**src/rtl/axi4_burst_master.sv**
```systemverilog
// axi4_burst_master: turns single cache-line read/write requests into AXI4 INCR bursts, one transaction at a time
// Ports:
//   i_clk, i_arst                 clock (rising edge), asynchronous active-low reset
//   i_read_start, i_write_start   core requests, sampled only in IDLE (write wins a tie)
//   i_addr, i_data_block          block address and write-back line
//   o_data_block, o_done, o_error refill line, one-cycle completion pulse, error flag valid with o_done
//   o_aw*/i_awready, o_w*/i_wready, i_b*/o_bready, o_ar*/i_arready, i_r*/o_rready   AXI4 master channels
module axi4_burst_master #(
   parameter int ADDR_WIDTH  = 64,
   parameter int BLOCK_WIDTH = 512,
   parameter int AXI_DATA_W  = 32,
   parameter int AXI_ID_W    = 4
) (
   input  logic                    i_clk,
   input  logic                    i_arst,
   input  logic                    i_read_start,
   input  logic                    i_write_start,
   input  logic [ADDR_WIDTH-1:0]   i_addr,
   input  logic [BLOCK_WIDTH-1:0]  i_data_block,
   output logic [BLOCK_WIDTH-1:0]  o_data_block,
   output logic                    o_done,
   output logic                    o_error,
   output logic [AXI_ID_W-1:0]     o_awid,
   output logic [ADDR_WIDTH-1:0]   o_awaddr,
   output logic [7:0]              o_awlen,
   output logic [2:0]              o_awsize,
   output logic [1:0]              o_awburst,
   output logic                    o_awvalid,
   input  logic                    i_awready,
   output logic [AXI_DATA_W-1:0]   o_wdata,
   output logic [AXI_DATA_W/8-1:0] o_wstrb,
   output logic                    o_wlast,
   output logic                    o_wvalid,
   input  logic                    i_wready,
   input  logic [1:0]              i_bresp,
   input  logic                    i_bvalid,
   output logic                    o_bready,
   output logic [AXI_ID_W-1:0]     o_arid,
   output logic [ADDR_WIDTH-1:0]   o_araddr,
   output logic [7:0]              o_arlen,
   output logic [2:0]              o_arsize,
   output logic [1:0]              o_arburst,
   output logic                    o_arvalid,
   input  logic                    i_arready,
   input  logic [AXI_DATA_W-1:0]   i_rdata,
   input  logic [1:0]              i_rresp,
   input  logic                    i_rlast,
   input  logic                    i_rvalid,
   output logic                    o_rready
);
   localparam int BEATS = BLOCK_WIDTH / AXI_DATA_W;
   localparam int CW = (BEATS > 1) ? $clog2(BEATS) : 1;
   localparam logic [CW-1:0] LAST = CW'(BEATS - 1);
   localparam logic [ADDR_WIDTH-1:0] ALIGN = ~ADDR_WIDTH'(BLOCK_WIDTH / 8 - 1);

   typedef enum logic [2:0] {IDLE, WR_ADDR_DATA, WR_RESP, RD_ADDR, RD_DATA, DONE} state_t;

   state_t                 state_q, state_d;
   logic [ADDR_WIDTH-1:0]  addr_q, addr_d;
   logic [BLOCK_WIDTH-1:0] wbuf_q, wbuf_d, rbuf_q, rbuf_d;
   logic [CW-1:0]          cnt_q, cnt_d;
   logic                   err_q, err_d;
   logic                   awvalid_q, awvalid_d, wvalid_q, wvalid_d, arvalid_q, arvalid_d;

   always_ff @(posedge i_clk or negedge i_arst) begin
      if (!i_arst) begin
         state_q   <= IDLE;
         addr_q    <= '0;
         wbuf_q    <= '0;
         rbuf_q    <= '0;
         cnt_q     <= '0;
         err_q     <= 1'b0;
         awvalid_q <= 1'b0;
         wvalid_q  <= 1'b0;
         arvalid_q <= 1'b0;
      end else begin
         state_q   <= state_d;
         addr_q    <= addr_d;
         wbuf_q    <= wbuf_d;
         rbuf_q    <= rbuf_d;
         cnt_q     <= cnt_d;
         err_q     <= err_d;
         awvalid_q <= awvalid_d;
         wvalid_q  <= wvalid_d;
         arvalid_q <= arvalid_d;
      end
   end

   always_comb begin
      state_d   = state_q;
      addr_d    = addr_q;
      wbuf_d    = wbuf_q;
      rbuf_d    = rbuf_q;
      cnt_d     = cnt_q;
      err_d     = err_q;
      awvalid_d = awvalid_q;
      wvalid_d  = wvalid_q;
      arvalid_d = arvalid_q;
      case (state_q)
         IDLE: if (i_write_start || i_read_start) begin
            addr_d = i_addr & ALIGN;
            err_d  = 1'b0;
            cnt_d  = '0;
            if (i_write_start) begin
               state_d   = WR_ADDR_DATA;
               wbuf_d    = i_data_block;
               awvalid_d = 1'b1;
               wvalid_d  = 1'b1;
            end else begin
               state_d   = RD_ADDR;
               arvalid_d = 1'b1;
            end
         end
         WR_ADDR_DATA: begin
            if (awvalid_q && i_awready) awvalid_d = 1'b0;
            // the write line is shifted out so the current beat always sits in the low word
            if (wvalid_q && i_wready) begin
               wbuf_d = wbuf_q >> AXI_DATA_W;
               cnt_d  = cnt_q + CW'(1);
               if (cnt_q == LAST) wvalid_d = 1'b0;
            end
            if (!awvalid_d && !wvalid_d) state_d = WR_RESP;
         end
         WR_RESP: if (i_bvalid) begin
            err_d   = err_q | (i_bresp != 2'b00);
            state_d = DONE;
         end
         RD_ADDR: if (i_arready) begin
            arvalid_d = 1'b0;
            state_d   = RD_DATA;
         end
         RD_DATA: if (i_rvalid) begin
            rbuf_d[cnt_q*AXI_DATA_W +: AXI_DATA_W] = i_rdata;
            // a misplaced RLAST is flagged but the burst is still counted out to BEATS
            err_d = err_q | (i_rresp != 2'b00) | (i_rlast != (cnt_q == LAST));
            cnt_d = cnt_q + CW'(1);
            if (cnt_q == LAST) state_d = DONE;
         end
         DONE:    state_d = IDLE;
         default: state_d = IDLE;
      endcase
   end

   assign o_awid       = '0;
   assign o_awaddr     = addr_q;
   assign o_awlen      = 8'(BEATS - 1);
   assign o_awsize     = 3'($clog2(AXI_DATA_W / 8));
   assign o_awburst    = 2'b01;
   assign o_awvalid    = awvalid_q;
   assign o_wdata      = wbuf_q[AXI_DATA_W-1:0];
   assign o_wstrb      = '1;
   assign o_wlast      = wvalid_q && (cnt_q == LAST);
   assign o_wvalid     = wvalid_q;
   assign o_bready     = state_q == WR_RESP;
   assign o_arid       = '0;
   assign o_araddr     = addr_q;
   assign o_arlen      = 8'(BEATS - 1);
   assign o_arsize     = 3'($clog2(AXI_DATA_W / 8));
   assign o_arburst    = 2'b01;
   assign o_arvalid    = arvalid_q;
   assign o_rready     = state_q == RD_DATA;
   assign o_data_block = rbuf_q;
   assign o_done       = state_q == DONE;
   assign o_error      = o_done && err_q;
endmodule
```
**config.mk**
```make
export PLATFORM = sky130hd
export DESIGN_NAME = axi4_burst_master
export DESIGN_NICKNAME = d
export VERILOG_FILES = /design/src/rtl/axi4_burst_master.sv
export SDC_FILE = /design/constraint.sdc
export NUM_CORES = 2
export LEC_CHECK = 0
export ABC_AREA = 1
export CAP_MARGIN = 20
export CORE_AREA = 2 2 525 527
export CTS_BUF_LIST = sky130_fd_sc_hd__clkbuf_4 sky130_fd_sc_hd__clkbuf_8 sky130_fd_sc_hd__clkbuf_16
export CTS_CLUSTER_SIZE = 25
export DETAILED_ROUTE_END_ITERATION = 8
export DIE_AREA = 0 0 527 529
export REMOVE_ABC_BUFFERS = 1
export SLEW_MARGIN = 20
export SYNTH_ARGS = -nofsm -noshare
export SYNTH_HDL_FRONTEND = slang
export SYNTH_SLANG_ARGS = --single-unit
```
**constraint.sdc**
```tcl
create_clock -name i_clk -period 5.5 [get_ports i_clk]
set_input_delay 1.1 -clock i_clk [delete_from_list [all_inputs] [get_ports i_clk]]
set_output_delay 1.1 -clock i_clk [all_outputs]
set_load 0.01 [all_outputs]
```
==> impl_metrics.tcl <==
set metrics [dict create \
    status "completed" \
    slowest_stage "nor2_4" \
    start_util_pct 18.8 \
    syn_inst 6167 \
    ctsHtreeMaxLevel 4 \
    avgSynthCellArea_um2 8.30 \
    die_area_mm2 0.279 \
    cp_top_family "simple AND/OR/NAND/NOR gates" \
    finalHoldViolCount 0 \
    wl_per_cell_um 22.6 \
    clock_latency_ns 0.79 \
    max_cap_violations 0 \
    yosysSeqAreaShare_pct 53.4 \
    dpl.cell_count 10571 \
    die_w_um 527 \
    clkTransAtPathRegs_ns 0.06 \
    rsz0062_at_grt "no" \
    grt_max_degree 197 \
    p_sw_mw 13.2 \
    cp-end-kind "flip-flop" \
    synthMuxAreaShare_pct 1.28 \
    fill_cells 29710 \
    fin_crit_sh_pct 77.2 \
    post-route-util_pct 26.2 \
    setup_tns_ns 0 \
    cts_sinks 1093 \
    synth_compound_area_share_pct 12.9 \
    swShare_pct 39.5 \
    yosys_warnings 0 \
    postCtsSetupBuffers 0 \
    ys_types 32 \
    fin_nets 7752 \
    pre_cts_ws_ns 1.30 \
    cp.required_ns 6.18 \
    drc 0 \
    period_needed_ns 4.24 \
    grt_pass1_vias 44059 \
    clk_path_buf_depth 4 \
    netlist_area_mm2 0.0512 \
    vias 47349 \
    wl_mm 246 \
    worstPathArrival_ns 4.93 \
    postPlaceCellArea_mm2 0.0666 \
    grt_usage_pct 16.8 \
    tightest_slew_ns 1.06 \
    grt-ovfl-total 0 \
    final_antenna_net_count 0 \
    first_pass_iters 6 \
    pwr-share-clk_pct 28.9 \
    p_leak_nw 30.7 \
    synthFlopType "dfrtp_1" \
    synth-adder-area-share_pct 0.0733 \
    synth_seq_cells 1093 \
    cts_resized 0 \
    drv_slew 0 \
    crit_path_start_kind "flip-flop" \
    hold_ws_ns 0.354 \
    final_common_cell "nand2_1" \
    yosysTopAreaCell "dfrtp_1" \
    via_per_inst 4.36 \
    synthTopCellsByArea "dfrtp_1, nand2_1, o211ai_1" \
    comb_power_share_pct 37.6 \
    fin_skew_ns 0.0727 \
    synth_xor_area_share_pct 0.0171 \
    fin_cells 10868 \
    async_flop_share_pct 100 \
    p_int_mw 20.2 \
    cp_slowest_stage_delay_ns 1.02 \
    maxSlewHeadroom_pct 29.3 \
    grt_pass1_wl_mm 338 \
    design.core.area_mm2 0.273 \
    crit_path_max_fanout 77 \
    rows 192 \
    cp_cell_sequence "nor3_1, ha_4, buf_4, nand2_1, nor2_4, nand2_2, nor2_4, nand2_1, nand2_1" \
    gp_congestion 0.940 \
    post-route-cell-area_mm2 0.0716 \
    worst_slack_ns 1.26 \
    postCtsHoldBufs 0 \
    fp.dieH_um 529 \
    synth_top_family_by_area "simple AND/OR/NAND/NOR gates" \
    antenna_found_initial 79 \
    seqPwrFrac_pct 33.5 \
    first_iter_violations 4449 \
    mostFrequentLayoutCells "nand2_1, clkdlybuf4s50_1, dfrtp_1, inv_1, o21ai_0" \
    worst-setup-path-type "flip-flop to flip-flop" \
    numCtsBuffers 141 \
    power_mw 33.4 \
    cts_tree "built" \
    ir_drop_mv 0.357 \
    fmax_ghz 0.236 \
    root_buffer "clkbuf_16" \
    cp_num_buf_inv 1 \
    yosys.area_share.simple_pct 21.9 \
    power.density_mw_per_mm2 467 \
    synth-edff-count 0 \
    synth_top_area_share_pct 53.4 \
    io_buffers 1283 \
    ios 1340 \
    hold_path_class "primary input to async pin" \
    setup_viol 0 \
    final_layout_size_suffix_gt1_share_pct 6.28 \
    syn_to_final_growth_pct 39.8 \
    hpwl_mm 184 \
    timing.critical_path.mode_cell "nand2_1" \
]
-- routing by layer --
metal	part of all wire [%]	GRT usage, %
met1	41	21.6
met2	44	25.3
met3	10	5.28
met4	5.5	8.81
met5	0.046	0
-- sequential cells by signal (all words and copies together), names as in the netlist --
signal / cells
wbuf_q: 512
o_araddr: 58
cnt_q: 4
o_wvalid: 1
o_arvalid: 1
o_data_block: 512
err_q: 1
o_awvalid: 1
state_q: 3
-- layout make-up --
| cell class | count | area, um2 | area share [%] |
|---|---|---|---|
| inverters | 545 | 2050 | 2.87 |
| diodes | 49 | 123 | 0.171 |
| clock buffers | 203 | 4230 | 5.91 |
| flip-flops and latches | 1093 | 27400 | 38.2 |
| well taps | 3589 | 4490 | 6.27 |
| multi-input cells | 3959 | 18900 | 26.4 |
| clock inverters | 43 | 531 | 0.741 |
| repair buffers | 1387 | 13900 | 19.4 |
-- synthesized netlist by cell type (2+ instances only) --
cell type	number
a21oi_1	34
a31oi_1	32
buf_1	47
buf_2	207
buf_4	171
clkbuf_1	190
clkbuf_2	2
conb_1	2
dfrtp_1	1093
ha_1	3
inv_1	531
inv_2	13
mux2_2	58
nand2_1	1621
nand2_2	4
nand3_1	370
nand4_1	2
nand4_2	2
nor2_1	408
nor2_2	6
nor2_4	3
nor3_1	323
o211ai_1	417
o21ai_0	486
o21ai_1	135
-- cells by family (layout without fill, tap and decap cells) --
group	Yosys count	after routing
flip-flops	1093	1093
other	2	99
multiplexers	58	58
AO/OA/AOI/OAI	1106	1106
adder cells (fa/ha/maj)	3	3
AND/OR/NAND/NOR	2741	2741
buffers and inverters	1163	2178
XOR/XNOR	1	1
-- power groups by stage --
stage / logic, mW / clock network [mW] / registers, mW
after global placement: 12.4 / 0 / 11.3
after global routing: 13.9 / 10.2 / 11.4
after floorplan: 6.79 / 0 / 11.4
final: 12.6 / 9.66 / 11.2
after detailed placement: 12.6 / 0 / 11.3
after CTS: 12.7 / 9.92 / 11.2
-- final timing paths --
| check | start | end | slack, ns | cells after the start |
|---|---|---|---|---|
| setup reg to reg | cnt_q[0] | o_data_block[272] | 1.26 | 9 |
| setup / recovery | cnt_q[0] | o_data_block[272] | 1.26 | 9 |
| max in group asynchronous | i_arst | o_data_block[193] | 3.74 | 2 |
| hold / removal | i_arst | wbuf_q[26] | 0.35 | 1 |
| hold reg to reg | o_data_block[50] | o_data_block[50] | 0.47 | 2 |
| min in group i_clk | o_data_block[50] | o_data_block[50] | 0.47 | 2 |
No activity file was read; power rests on OpenSTA's default activity.
